### config.mk
export PLATFORM = sky130hd
export DESIGN_NAME = sumador_serie_flat
export DESIGN_NICKNAME = d
export VERILOG_FILES = /design/src/rtl/sumador_serie_if.sv /design/src/rtl/sumador_serie.sv /design/src/flat_wrapper.sv
export SDC_FILE = /design/constraint.sdc
export NUM_CORES = 1
export LEC_CHECK = 0
export CAP_MARGIN = 20
export CELL_PAD_IN_SITES_DETAIL_PLACEMENT = 0
export CELL_PAD_IN_SITES_GLOBAL_PLACEMENT = 2
export CORE_UTILIZATION = 26
export CTS_BUF_LIST = sky130_fd_sc_hd__clkbuf_16
export DETAILED_ROUTE_END_ITERATION = 8
export PLACE_DENSITY = 0.82
export SYNTH_ARGS = -nofsm -noshare
export SYNTH_HDL_FRONTEND = slang
export SYNTH_SLANG_ARGS = --single-unit
### constraint.sdc
create_clock -name i_clk -period 1.2 [get_ports i_clk]
set_clock_uncertainty 0.15 [all_clocks]
set_input_delay 0.36 -clock i_clk [delete_from_list [all_inputs] [get_ports i_clk]]
set_output_delay 0.36 -clock i_clk [all_outputs]
set_load 0.01 [all_outputs]
### src/rtl/sumador_serie_if.sv
// Handshake and operand/result bundle for the bit-serial adder.
// The slave side is the adder; the master side is whoever issues operations.
interface sumador_serie_if #(
    parameter int ANCHO = 4
);
    logic             i_inicio;
    logic [ANCHO-1:0] i_operando_a;
    logic [ANCHO-1:0] i_operando_b;
    logic             o_ocupado;
    logic             o_listo;
    logic [ANCHO-1:0] o_suma;
    logic             o_acarreo;

    modport slave (
        input  i_inicio, i_operando_a, i_operando_b,
        output o_ocupado, o_listo, o_suma, o_acarreo
    );

    modport master (
        output i_inicio, i_operando_a, i_operando_b,
        input  o_ocupado, o_listo, o_suma, o_acarreo
    );
endinterface

### src/rtl/sumador_serie.sv
// Bit-serial adder: one full-adder step per clock, LSB first, carry held in a flop.
// Start/done handshake with a one-cycle o_listo pulse and registered result.
module sumador_serie #(
    parameter int ANCHO = 4
) (
    input  logic             i_clk,
    input  logic             i_rst,
    sumador_serie_if.slave   bus
);
    localparam int CW = $clog2(ANCHO + 1);

    typedef enum logic [1:0] {
        REPOSO  = 2'd0,
        SUMANDO = 2'd1,
        LISTO   = 2'd2
    } estado_t;

    estado_t          r_estado;
    estado_t          w_estado_next;
    logic [ANCHO-1:0] r_a;
    logic [ANCHO-1:0] r_b;
    logic             r_c;
    logic [CW-1:0]    r_cnt;
    logic [ANCHO-1:0] r_suma;
    logic             r_acarreo;

    logic             w_ha1_s;
    logic             w_ha1_c;
    logic             w_s;
    logic             w_ha2_c;
    logic             w_c_next;
    logic             w_ultimo;
    logic             w_acepta;
    logic [ANCHO-1:0] w_a_next;

    // Full adder built from two half-adder cells plus an OR on the carries.
    assign w_ha1_s  = r_a[0] ^ r_b[0];
    assign w_ha1_c  = r_a[0] & r_b[0];
    assign w_s      = w_ha1_s ^ r_c;
    assign w_ha2_c  = w_ha1_s & r_c;
    assign w_c_next = w_ha1_c | w_ha2_c;

    assign w_ultimo = (r_cnt == CW'(ANCHO - 1));
    assign w_acepta = bus.i_inicio && ((r_estado == REPOSO) || (r_estado == LISTO));

    // Operand A shifts right and its vacated MSB collects the sum bits, so after
    // ANCHO steps the register holds the complete sum.
    for (genvar gi = 0; gi < ANCHO; gi++) begin : g_desplaza
        if (gi == ANCHO - 1) begin : g_msb
            assign w_a_next[gi] = w_s;
        end else begin : g_resto
            assign w_a_next[gi] = r_a[gi+1];
        end
    end

    always_ff @(posedge i_clk) begin
        if (i_rst) begin
            r_estado <= REPOSO;
        end else begin
            r_estado <= w_estado_next;
        end
    end

    always_comb begin
        w_estado_next = r_estado;
        case (r_estado)
            REPOSO:  if (w_acepta) w_estado_next = SUMANDO;
            SUMANDO: if (w_ultimo) w_estado_next = LISTO;
            LISTO:   w_estado_next = w_acepta ? SUMANDO : REPOSO;
            default: w_estado_next = REPOSO;
        endcase
    end

    always_comb begin
        bus.o_ocupado = (r_estado == SUMANDO);
        bus.o_listo   = (r_estado == LISTO);
    end

    always_ff @(posedge i_clk) begin
        if (i_rst) begin
            r_a       <= '0;
            r_b       <= '0;
            r_c       <= 1'b0;
            r_cnt     <= '0;
            r_suma    <= '0;
            r_acarreo <= 1'b0;
        end else if (w_acepta) begin
            r_a   <= bus.i_operando_a;
            r_b   <= bus.i_operando_b;
            r_c   <= 1'b0;
            r_cnt <= '0;
        end else if (r_estado == SUMANDO) begin
            r_a   <= w_a_next;
            r_b   <= r_b >> 1;
            r_c   <= w_c_next;
            r_cnt <= r_cnt + CW'(1);
            if (w_ultimo) begin
                r_suma    <= w_a_next;
                r_acarreo <= w_c_next;
            end
        end
    end

    assign bus.o_suma    = r_suma;
    assign bus.o_acarreo = r_acarreo;
endmodule

### src/flat_wrapper.sv
// flat-port wrapper written by rule: the top's interface ports become plain ports
module sumador_serie_flat 
#(
    parameter int ANCHO = 4
)
  (i_clk, i_rst, bus_i_inicio, bus_i_operando_a, bus_i_operando_b, bus_o_ocupado, bus_o_listo, bus_o_suma, bus_o_acarreo);
  sumador_serie_if #(.ANCHO(ANCHO)) bus_i ();
  input  logic i_clk;
  input  logic i_rst;
  input wire logic [$bits(bus_i.i_inicio)-1:0] bus_i_inicio;
  input wire logic [$bits(bus_i.i_operando_a)-1:0] bus_i_operando_a;
  input wire logic [$bits(bus_i.i_operando_b)-1:0] bus_i_operando_b;
  output wire logic [$bits(bus_i.o_ocupado)-1:0] bus_o_ocupado;
  output wire logic [$bits(bus_i.o_listo)-1:0] bus_o_listo;
  output wire logic [$bits(bus_i.o_suma)-1:0] bus_o_suma;
  output wire logic [$bits(bus_i.o_acarreo)-1:0] bus_o_acarreo;
  assign bus_i.i_inicio = bus_i_inicio;
  assign bus_i.i_operando_a = bus_i_operando_a;
  assign bus_i.i_operando_b = bus_i_operando_b;
  assign bus_o_ocupado = bus_i.o_ocupado;
  assign bus_o_listo = bus_i.o_listo;
  assign bus_o_suma = bus_i.o_suma;
  assign bus_o_acarreo = bus_i.o_acarreo;
  sumador_serie #(.ANCHO(ANCHO)) u_core (.i_clk(i_clk), .i_rst(i_rst), .bus(bus_i));
endmodule
Word level (Yosys, flattened, before mapping). Index checks and enable logic that the tools add are counted.

Memories kept: 0. Bits of input ports: 11. Memory bits (writable): 0. Memory bits (read-only): 0. Logic and storage cells: 34. Output and inout bits: 7. Latch bits: 0. Register bits after elaboration: 19.

Order comparisons: 0. Add/subtract/negate cells: 1. Mux-type cells: 8. Equality and inequality tests: 5. Shifts and indexed selects: 0. Reduce and logical (&&, ||, !) cells: 7. Divide/modulo/power cells: 0. $mul: 0. Bitwise operators: 6.

Operators with widths (number): 4-bit two-way mux (4); 2-bit case mux with 3 select lines (1); 2-bit two-way mux (2); 2-bit by 1-bit != test with 1-bit output, second input constant (2); 3-bit by 1-bit adder with 3-bit output, second input constant (1); 3-bit by 2-bit == test with 1-bit output, second input constant (1); 3-bit AND reduction (1); 1-bit AND (2); 2-bit by 1-bit == test with 1-bit output, second input constant (1); 2-bit == test, second input constant (1); 2-bit zero test (1); 2-bit AND reduction (1); 2-bit nonzero test (1); 2-bit OR reduction (1); 1-bit bitwise XOR (2); 1-bit logical AND (1); 1-bit logical OR (1); 1-bit two-way mux (1); 1-bit inverter (1); 1-bit OR (1).

Logic depth before layout (Yosys ltp). Gate-level depths: netlist of run 1.

Depth after elaboration: 5. Gate-level depth with buffers: 6. Gate-level depth less buffers: 5.

Worst setup path after synthesis of run 1. No wires, ideal clock.

Kind: flip-flop to flip-flop. From: register u_core.r_cnt[0]. To: register u_core.r_acarreo (netlist: u_core.bus.o_acarreo). Buffers on the path: 0. Arrival: 1031 ps. Cell stages (with the launch flop): 6. Setup time: 132 ps. Clock period less this slack: 1314 ps. Data required time: 918 ps. Path slack: -114 ps. Path through: dfxtp_1 -> ha_1 -> ha_1 -> nand3b_1 -> nand2_1 -> a21oi_1.

Longest elaborated chain between the ends: 2.

RTL lines: from (decl) (RTL line sumador_serie.sv:23) `logic [CW-1:0] r_cnt;`; from (signal assigned) (RTL line sumador_serie.sv:96) `r_cnt <= r_cnt + CW'(1);`; 3-bit by 2-bit == test with 1-bit output (RTL line sumador_serie.sv:43) `assign w_ultimo = (r_cnt == CW'(ANCHO - 1));`; 3-bit AND reduction (no source line); to (signal assigned) (RTL line sumador_serie.sv:99) `r_acarreo <= w_c_next;`; to (decl) (RTL line sumador_serie.sv:25) `logic r_acarreo;`.

No other way between the ends. A chain may end at the register's enable or synchronous reset.

Worst setup path in the final report of run 1.
From: register u_core.r_estado[0]. To: output port bus_o_listo.

Longest elaborated chain between the ends: 1.

RTL lines: from (decl) (RTL line sumador_serie.sv:18) `estado_t r_estado;`; from (signal assigned) (RTL line sumador_serie.sv:60) `r_estado <= w_estado_next;`; 2-bit == test (RTL line sumador_serie.sv:76) `bus.o_listo = (r_estado == LISTO);`; to (decl) (RTL line flat_wrapper.sv:14) `output wire logic [$bits(bus_i.o_listo)-1:0] bus_o_listo;`.

No other way between the ends.

==> results of run 1 <==
==> flip-flops by register name (all words and copies together) (netlist names) <==
| register | count |
|---|---|
| u_core.r_b | 4 |
| u_core.r_c | 1 |
| u_core.r_cnt | 3 |
| u_core.r_a | 4 |
| u_core.r_estado | 2 |
| u_core.bus.o_suma | 4 |
| u_core.bus.o_acarreo | 1 |
==> cells in the mapped netlist <==
library cell,count
inv_1,1
buf_12,1
dfxtp_1,19
ha_1,2
buf_6,1
and2b_1,2
xnor2_1,1
mux2i_1,2
inv_12,1
a22oi_1,3
nand2_1,6
nor3_2,4
fa_1,1
a21oi_1,9
nand2b_1,2
buf_2,2
o21a_1,1
clkbuf_1,1
o22ai_1,4
nor2_1,3
nand3_1,9
buf_4,1
nor3_1,7
a2111oi_2,1
nand3b_1,1
==> power by group through the flow <==
stage	combinational [W]	sequential [W]	clock, W
final	0.000344	0.000696	0.000679
after global routing	0.000367	0.000702	0.000725
after CTS	0.000352	0.000696	0.000684
after detailed placement	0.000246	0.000708	0
after global placement	0.000241	0.000707	0
after floorplan	0.000174	0.000703	0
==> layout by cell type (no fill, tap or decap), types with 3 or more instances in the layout <==
master | synthesis | layout
clkbuf_16 | 0 | 3
clkdlybuf4s50_1 | 0 | 9
nand3_1 | 9 | 7
nand2_1 | 6 | 5
a22oi_2 | 0 | 3
dfxtp_2 | 0 | 11
buf_4 | 1 | 12
nor3_1 | 7 | 3
buf_6 | 1 | 10
o22ai_1 | 4 | 4
dfxtp_1 | 19 | 7
a21oi_1 | 9 | 7
nor3_2 | 4 | 6
==> repair_timing <==
action / 4_1_cts / 5_1_grt
setup buffers: 3 / 3
gates resized for setup: 66 / 8
gates cloned: 2 / 0
pin swaps: 11 / 8
setup endpoints to repair: 25 / 26
==> area by class of cell <==
class,instances,area share
Multi-Input combinational cell,58,0.359
Clock inverter,1,0.00261
Sequential cell,19,0.277
Tap cell,44,0.0383
Inverter,2,0.0139
Clock buffer,3,0.0522
Timing Repair Buffer,36,0.257
==> logic make-up (layout without fill, tap and decap cells) <==
group | after synthesis | in the layout
buffers and inverters | 8 | 42
DFF | 19 | 19
adders and majority gates | 3 | 3
xor gates and xnor gates | 1 | 1
and+or+nand+nor | 34 | 34
muxes | 2 | 2
AOI/OAI and AO/OA | 18 | 18
==> per-layer routing <==
layer | vias to the layer above | GRT usage | part of all wire
met3 | 5 | 0.0154 | 0.021
met1 | 380 | 0.155 | 0.40
met4 | 0 | 0.102 | 0.031
li1 | 375 | - | -
met2 | 16 | 0.261 | 0.55
met5 | - | 0 | 0
==> path summary, 6_finish.rpt <==
path / slack (ns) / startpoint / end
setup / recovery: -0.22 / u_core.r_estado[0] / bus_o_listo
hold reg to reg: 0.32 / u_core.bus.o_suma[3] / u_core.bus.o_suma[3]
setup reg to reg: -0.17 / u_core.r_estado[0] / u_core.r_a[0]
hold / removal: 0.32 / u_core.bus.o_suma[3] / u_core.bus.o_suma[3]
==> critical path, cell delays in order, from the launching register on <==
cell and delay [ns]:
dfxtp_4 0.36, and2b_1 0.17, buf_2 0.13
==> stage by stage <==
| stage | instance area (sq um) | setup slack, ns | power, W | cells | utilization |
|---|---|---|---|---|---|
| after floorplan | 898 | -0.104 | 0.000877 | 85 | - |
| after global placement | 1150 | -0.530 | 0.000948 | 152 | 0.378 |
| after detailed placement | 1150 | -0.558 | 0.000954 | 152 | 0.378 |
| after CTS | 1410 | -0.227 | 0.00173 | 161 | 0.461 |
| after global routing | 1440 | -0.255 | 0.00179 | 163 | 0.471 |
| final | 1440 | -0.223 | 0.00172 | 163 | 0.471 |
==> flow_summary.ini, run 1 <==
[min_path]
whs_path_depth = 2
hp-class = reg2reg

[route]
ant_nets = 0
drcViolationCount = 0
first_iter_violations = 15
routed_wl_mm = 2.13
via_per_inst = 4.76
first_pass_iters = 4
num_vias = 776
wire_per_inst_microns = 13.0

[final_layout]
nets = 134
area_growth_pct = 73.0
regArea_sq_um = 398
multi_input_comb_area_sq_um = 517
fill_cells = 298
diodes = 0
drive_gt1_frac = 0.571

[yosys]
synth_compound_area_frac = 0.139
synth_top_area_cell = dfxtp_1
ys_ff_latch = 19
synth_top_area_frac = 0.458
muxShareOfSynthArea = 0.0241
ys_types = 25
synthSimpleGateAreaFrac = 0.227
synth_top_family_by_area = simple AND/OR/NAND/NOR gates
synthXorXnorAreaFrac = 0.0105
yosysWarnings = 0
synthAdderAreaFrac = 0.0542
postSynthCellCount = 85
yosys-top-cells-area = dfxtp_1 (46%), a21oi_1 (5.4%), nand3_1 (5.4%)
synth_area_per_cell_sq_um = 9.77
syn_nets = 99
ys_seq_area_frac = 0.458
syn_area_sq_um = 831

[clock_network]
clkLatencyLatePin_ns = 0.25
cts-root-buf = clkbuf_16
clockBufferDepth = 2
cts_tree = done
cts.sink_count = 19
h-tree-depth = 1
clk_pin_slew_ns = 0.05
cts_hold_buf = 0
cts_made_buffers = 3

[outcome]
violations = negative setup slack
status = finished with violations

[power]
p_seq_frac = 0.405
p_int_w = 0.00130
peakVddDrop_mv = 0.501
cellPowerDensity_nw_per_um2 = 1200
leakage_nw = 0.534
p_comb_frac = 0.200
switchingPower_w = 0.000420
p_clk_frac = 0.395
swShare = 0.244

[placed_design]
routabilityCongestion = 0.687
portBuffers = 17
hpwl_mm = 1.38

[sta]
layout_min_cycle_time_ns = 1.42
relSlewSlack = 0.852
timing.fmax_ghz = 0.703
worstMarginPinSlew_ns = 0.221
holdWs_ns = 0.315
final.setup.worst_slack_ns = -0.223
slew_violations = 0
period_share = 1.19
setup_violations = 19
hold_viol = 0
setup_tns_ns = -2.36
rsz0062_at_grt = true

[die]
core_sq_um = 3050
die_area_sq_um = 3430
die_y_microns = 58.5
die_w_microns = 58.5
start_util = 0.272
ios = 18
std_cell_rows = 20

[global_route]
grt-ovfl-total = 0
antenna_found_initial = 0
grt_first_pass_wirelength_mm = 3.58
grt_pass1_vias = 795
grt_max_degree = 11
grt_usage = 0.144

[setup_path]
cp.required_ns = 0.69
critical_path_class = reg2out
critPathLaunchType = flip-flop
r2r_cells = 5
cp.arrival_ns = 0.91
path_max_fanout = 4
setup.worst_path.end_class = primary output

[run]
drv_cap = 0
No activity file was read; power rests on OpenSTA's default activity.
==> inputs of run 2 (changes only) <==
HOLD_SLACK_MARGIN = 0.02   (was not set)
==> results of run 2 <==
The final DEF is identical to that of run 1; final timing and power are the same.
